$ cat src/rtl/rr_bus_arbiter_pkg.sv
// ============================================================================
//  Module      : rr_bus_arbiter_pkg
//  Description : Shared types and round-robin pick helpers for rr_bus_arbiter.
//  Revision    : 1.0 - initial release
// ============================================================================
`default_nettype none

package rr_bus_arbiter_pkg;

    localparam int MAX_REQ = 8;

    typedef enum logic {
        IDLE = 1'b0,
        BUSY = 1'b1
    } arb_state_t;

    function automatic int id_width(input int n);
        return (n <= 2) ? 1 : $clog2(n);
    endfunction

    // First set bit of req at or after ptr, wrapping modulo n; one-hot result.
    function automatic logic [MAX_REQ-1:0] rr_pick(
        input logic [MAX_REQ-1:0] req,
        input logic [2:0]         ptr,
        input int                 n
    );
        logic [MAX_REQ-1:0] oh;
        logic               found;
        int                 idx;
        oh    = '0;
        found = 1'b0;
        for (int k = 0; k < MAX_REQ; k++) begin
            idx = int'(ptr) + k;
            if (idx >= n) begin
                idx = idx - n;
            end
            if ((k < n) && !found && req[idx[2:0]]) begin
                oh[idx[2:0]] = 1'b1;
                found        = 1'b1;
            end
        end
        return oh;
    endfunction

endpackage

`default_nettype wire

$ cat src/rtl/rr_prio_pick.sv
// ============================================================================
//  Module      : rr_prio_pick
//  Description : Combinational rotating priority pick: one-hot winner plus index.
//  Revision    : 1.0 - initial release
// ============================================================================
`default_nettype none

module rr_prio_pick
    import rr_bus_arbiter_pkg::*;
#(
    parameter int NUM_REQ = 3,
    parameter int ID_W    = id_width(NUM_REQ)
) (
    input  logic [NUM_REQ-1:0] req,
    input  logic [ID_W-1:0]    ptr,
    output logic               any,
    output logic [NUM_REQ-1:0] oh,
    output logic [ID_W-1:0]    id
);

    logic [MAX_REQ-1:0] w_req_ext;
    logic [MAX_REQ-1:0] w_pick_full;

    assign w_req_ext   = MAX_REQ'(req);
    assign w_pick_full = rr_pick(w_req_ext, 3'(ptr), NUM_REQ);
    assign any         = |w_pick_full;
    assign oh          = w_pick_full[NUM_REQ-1:0];

    always_comb begin
        id = '0;
        for (int i = 0; i < NUM_REQ; i++) begin
            if (oh[i]) begin
                id = ID_W'(i);
            end
        end
    end

endmodule

`default_nettype wire

$ cat src/rtl/rr_bus_arbiter.sv
// ============================================================================
//  Module      : rr_bus_arbiter
//  Description : Packet-level round-robin arbiter muxing NUM_REQ streams to one sink.
//                Define RR_BUS_ARBITER_WDOG_EN to enable the stalled-packet watchdog.
//  Revision    : 1.0 - initial release
// ============================================================================
`default_nettype none

module rr_bus_arbiter
    import rr_bus_arbiter_pkg::*;
#(
    parameter int NUM_REQ  = 3,
    parameter int DATA_W   = 32,
    parameter int WDOG_CYC = 1024
) (
    input  logic                        clk,
    input  logic                        rst,
    input  logic [NUM_REQ-1:0]          req_valid,
    input  logic [NUM_REQ*DATA_W-1:0]   req_data,
    input  logic [NUM_REQ-1:0]          req_last,
    output logic [NUM_REQ-1:0]          req_ready,
    output logic                        snk_valid,
    output logic [DATA_W-1:0]           snk_data,
    output logic                        snk_last,
    input  logic                        snk_ready,
    output logic [NUM_REQ-1:0]          gnt,
    output logic [$clog2(NUM_REQ)-1:0]  gnt_id,
    output logic                        busy,
    output logic                        wdog_err
);

    localparam int GNT_ID_W = id_width(NUM_REQ);

    generate
        if ((NUM_REQ < 2) || (NUM_REQ > MAX_REQ) || (WDOG_CYC < 2)) begin : g_bad_param
            $error("rr_bus_arbiter: NUM_REQ must be 2..8 and WDOG_CYC >= 2");
        end
    endgenerate

    arb_state_t            r_state;
    logic [NUM_REQ-1:0]    r_gnt;
    logic [GNT_ID_W-1:0]   r_gnt_id;
    logic [GNT_ID_W-1:0]   r_ptr;

    logic                  w_any;
    logic [NUM_REQ-1:0]    w_pick_oh;
    logic [GNT_ID_W-1:0]   w_pick_id;
    logic                  w_xfer;
    logic                  w_wdog_fire;
    logic                  w_release;
    logic [GNT_ID_W-1:0]   w_next_ptr;

    rr_prio_pick #(
        .NUM_REQ (NUM_REQ),
        .ID_W    (GNT_ID_W)
    ) u_pick (
        .req (req_valid),
        .ptr (r_ptr),
        .any (w_any),
        .oh  (w_pick_oh),
        .id  (w_pick_id)
    );

    // Grant is zero outside BUSY, so the mux naturally drives zeros when idle.
    always_comb begin
        snk_data = '0;
        for (int i = 0; i < NUM_REQ; i++) begin
            if (r_gnt[i]) begin
                snk_data = snk_data | req_data[i*DATA_W +: DATA_W];
            end
        end
    end

    assign snk_valid  = |(req_valid & r_gnt);
    assign snk_last   = |(req_last & r_gnt);
    assign req_ready  = r_gnt & {NUM_REQ{snk_ready}};
    assign gnt        = r_gnt;
    assign gnt_id     = r_gnt_id;
    assign busy       = (r_state == BUSY);

    assign w_xfer     = snk_valid & snk_ready;
    assign w_release  = (w_xfer & snk_last) | w_wdog_fire;
    assign w_next_ptr = (r_gnt_id == GNT_ID_W'(NUM_REQ - 1)) ? '0 : r_gnt_id + GNT_ID_W'(1);

`ifdef RR_BUS_ARBITER_WDOG_EN
    localparam int WDOG_W = (WDOG_CYC <= 2) ? 1 : $clog2(WDOG_CYC);

    logic [WDOG_W-1:0] r_wdog_cnt;
    logic              r_wdog_err;

    assign w_wdog_fire = (r_state == BUSY) && !w_xfer && (r_wdog_cnt == WDOG_W'(WDOG_CYC - 1));
    assign wdog_err    = r_wdog_err;

    // Counts consecutive BUSY cycles without a beat; cleared on grant and on every beat.
    always_ff @(posedge clk or posedge rst) begin
        if (rst) begin
            r_wdog_cnt <= '0;
            r_wdog_err <= 1'b0;
        end else begin
            r_wdog_err <= w_wdog_fire;
            if ((r_state == IDLE) || w_xfer || w_wdog_fire) begin
                r_wdog_cnt <= '0;
            end else begin
                r_wdog_cnt <= r_wdog_cnt + WDOG_W'(1);
            end
        end
    end
`else
    assign w_wdog_fire = 1'b0;
    assign wdog_err    = 1'b0;
`endif

    always_ff @(posedge clk or posedge rst) begin
        if (rst) begin
            r_state  <= IDLE;
            r_gnt    <= '0;
            r_gnt_id <= '0;
            r_ptr    <= '0;
        end else begin
            case (r_state)
                IDLE: begin
                    if (w_any) begin
                        r_gnt    <= w_pick_oh;
                        r_gnt_id <= w_pick_id;
                        r_state  <= BUSY;
                    end
                end
                BUSY: begin
                    if (w_release) begin
                        r_gnt    <= '0;
                        r_gnt_id <= '0;
                        r_ptr    <= w_next_ptr;
                        r_state  <= IDLE;
                    end
                end
                default: r_state <= IDLE;
            endcase
        end
    end

endmodule

`default_nettype wire
$ cat config.mk
export PLATFORM = sky130hd
export DESIGN_NAME = rr_bus_arbiter
export DESIGN_NICKNAME = d
export VERILOG_FILES = /design/src/rtl/rr_bus_arbiter_pkg.sv /design/src/rtl/rr_prio_pick.sv /design/src/rtl/rr_bus_arbiter.sv
export SDC_FILE = /design/constraint.sdc
export NUM_CORES = 1
export LEC_CHECK = 0
export BUFFER_PORTS_ARGS = -buffer_cell sky130_fd_sc_hd__buf_4
export CORE_MARGIN = 2
export CORE_UTILIZATION = 29
export CTS_CLUSTER_DIAMETER = 200
export DETAILED_ROUTE_END_ITERATION = 16
export GPL_TIMING_DRIVEN = 0
export PLACE_DENSITY_LB_ADDON = 0.2
export SYNTH_ARGS = -nofsm -noshare
export SYNTH_HDL_FRONTEND = slang
export SYNTH_SLANG_ARGS = --single-unit
export TNS_END_PERCENT = 5
$ cat constraint.sdc
create_clock -name clk -period 1.9 [get_ports clk]
set_input_delay 0.38 -clock clk [delete_from_list [all_inputs] [get_ports clk]]
set_output_delay 0.38 -clock clk [all_outputs]
set_load 0.02 [all_outputs]
==> run metrics <==
endpoints failing setup=4; WS Path Type=flop to flop; RSZ-0062 raised after global routing=yes; Syn. warnings=0; initial antenna violation count=0; Inserted Clock Buffers=3; Max Slew Vio Count=0; WHS=around 0.084 ns; diodes inserted=0; crit path launch type=flop; Area Overhead vs Synth=125%; Die Footprint=0.00446 mm2; Layout Nets=420; Layout Cells excl Fill=about 360; vias in the first global route=1721; Worst Path Arrival=2.09 ns; final worst path period share=104%; Overall Global Routing Usage=22.6%; Worst path max stage delay=0.42 ns; Layout Skew=0.00242 ns; Leak=1.44 nW; Hold Vio Cnt, Final=0; post-route minimum period=approximately 2.0 ns; number of flops mapped to enable cells by yosys=0; CTS root buf=clkbuf_8; # Max-Cap Violations=0; Crit path buffers/inverters=0; Post-Place Worst Slack=-0.288 ns; commonest non-fill, non-tap cell in the layout=buf_4; sequential fraction of the synthesis area=15.3%; share of cells above drive strength 1=62.1%; final core occ=approximately 70%; Min-Delay Path Class=primary input to async pin; worst r2r dst=busy$_DFF_PP0_; worst-path cell chain=ha_4, nor2b_4, a211oi_4, a2111oi_4, a311oi_4, nand2b_1, o21a_1; Slowest cell on crit path=dfrtp_2; failing checks=negative setup slack; Initial DRT Pass Iterations=6; Critical Path End Type=flop; DIE WIDTH=between 60 and 70 um; post-synthesis sequential element count=7; WL final=5650 um; worst vdd ir=0.727 mV; core box area=0.00372 mm2; Worst-path clk slew=0.04 ns; Congestion Overflow GR=0; placed cells=349; Synth Area per Inst=between 7 and 8 um2; FF-to-FF path depth=7; r2r setup slk=-0.07 ns; CTS sink cnt=7; Post-synth ARST share=100%; first-pass GRT wire length=7840 um; Syn Nets=264; status=complete, but fails checks; most frequent cells in the layout=buf_4 (156), inv_1 (35), a222oi_1 (32), nand2_1 (12), clkbuf_8 (5); DP HPWL=4570 um; Worst-Skew Late Latency=0.23 ns; initial drt markers=251; Final ANT Viol Nets=0; Mapped Cells=154; vias post-DR=1857; largest net degree at the start of global routing=14; top_reg_cell synth=dfrtp_1; starting density of the core=30.8%; die height=66.8 um; highest clock rate=0.507 GHz; WL/cell=~16 um; CP Max Fanout=7; FP Rows=22; Clock Tree Buf Depth=2; Vias/cell=5.20; GP Congestion=0.799; Synth cell types=36; H-Tree Depth=1; RR Startpoint=r_ptr[1]$_DFFE_PP0P_; Mapped Area=0.00114 mm2; IO buf count=147; CTS tree=yes; Final WS setup=-0.0732 ns; P per Cell Area=1480 mW/mm2; Data required, critical path=2.01 ns; DRC=0; io pins=149; filler instances=339; CP delay by family, top=compound AO/OA/AOI/OAI gates
where the power goes:
| group | total (mW) | leakage, nW | switching, mW | internal (mW) |
|---|---|---|---|---|
| registers | 0.302 | 0.0829 | 0.0887 | 0.213 |
| logic | 3.30 | 1.33 | 1.74 | 1.56 |
| clock network | 0.210 | 0.0228 | 0.0648 | 0.145 |
| total | 3.81 | 1.44 | 1.89 | 1.92 |
Yosys cell counts, drive strengths merged (2+ instances only):
master | number | area [um2]
and2 | 3 | 18.8
o21a | 2 | 15.0
clkbuf | 11 | 41.3
o22ai | 5 | 31.3
a21oi | 6 | 30.0
o21ai | 3 | 18.8
o221ai | 2 | 17.5
ha | 5 | 62.6
nand2 | 12 | 45.0
buf | 5 | 33.8
a222oi | 32 | 320
nand2b | 3 | 18.8
dfrtp | 7 | 175
a22oi | 3 | 27.5
nor2b | 2 | 15.0
o31ai | 2 | 15.0
inv | 38 | 143
flip-flops by register name, indices dropped and copies added, names as in the netlist:
register,flops
gnt,3
busy,1
gnt_id,1
r_ptr,2
kinds of logic (layout without fill, tap and decap cells):
family | count (synthesis) | in the layout | synth area share [%]
flops | 7 | 7 | 15.3
fa+ha+maj | 5 | 5 | 5.47
buf+inv | 54 | 209 | 19.0
other cells | 1 | 1 | 0.328
compound gates | 63 | 63 | 48.6
simple gates | 23 | 23 | 10.4
mux | 1 | 1 | 0.875
through the flow:
stage / total power [mW] / area, um2 / setup TNS, ns
2_1_floorplan: 2.09 / 1170 / -0.181
3_3_place_gp: 3.08 / 2330 / -1.73
3_5_place_dp: 3.11 / 2330 / -1.92
4_1_cts: 3.57 / 2490 / -0.618
5_1_grt: 4.07 / 2570 / -1.52
6_report: 3.81 / 2570 / -0.173
layout make-up:
cell class	instances	area [um2]	area share [%]
buffer	13	116	4.52
clock buffer	4	45.0	1.75
inverter	38	143	5.54
multi-input combinational	93	867	33.7
sequential	7	179	6.95
tap	48	60.1	2.33
timing repair buffer	154	1160	45.2
layer usage:
metal	GRT usage (%)	part of all wire, %
met3	5.07	8.2
met1	26.6	38
met4	4.85	0.71
met5	0	0
met2	41.5	53
timing repair:
| item | 4_1_cts | 5_1_grt |
|---|---|---|
| endpoints found under the setup margin | 36 | 29 |
| gates cloned | 0 | 0 |
| hold endpoints to repair | 0 | 0 |
| gates resized for setup | 28 | 20 |
| hold buffers | 0 | 0 |
| setup buffers | 5 | 2 |
| pin swaps | 7 | 10 |
worst register-to-register path, cell delays in order (launching register included):
cell,delay [ns]
dfrtp_2,0.42
ha_4,0.34
nor2b_4,0.08
a211oi_4,0.26
a2111oi_4,0.10
a311oi_4,0.36
nand2b_1,0.12
o21a_1,0.18
worst max-delay path by stage:
stage / from / to / slack, ns / cells after the start
after floorplan: r_ptr[1]$_DFFE_PP0P_ / busy$_DFF_PP0_ / -0.06 / 8
after global placement: r_ptr[0]$_DFFE_PP0P_ / busy$_DFF_PP0_ / -0.20 / 9
after detailed placement: r_ptr[0]$_DFFE_PP0P_ / busy$_DFF_PP0_ / -0.29 / 9
after CTS: r_ptr[1]$_DFFE_PP0P_ / busy$_DFF_PP0_ / -0.16 / 8
after global routing: r_ptr[1]$_DFFE_PP0P_ / busy$_DFF_PP0_ / -0.16 / 7
final: r_ptr[1]$_DFFE_PP0P_ / busy$_DFF_PP0_ / -0.07 / 7
Note: power is estimated with default switching activity, not from simulation.
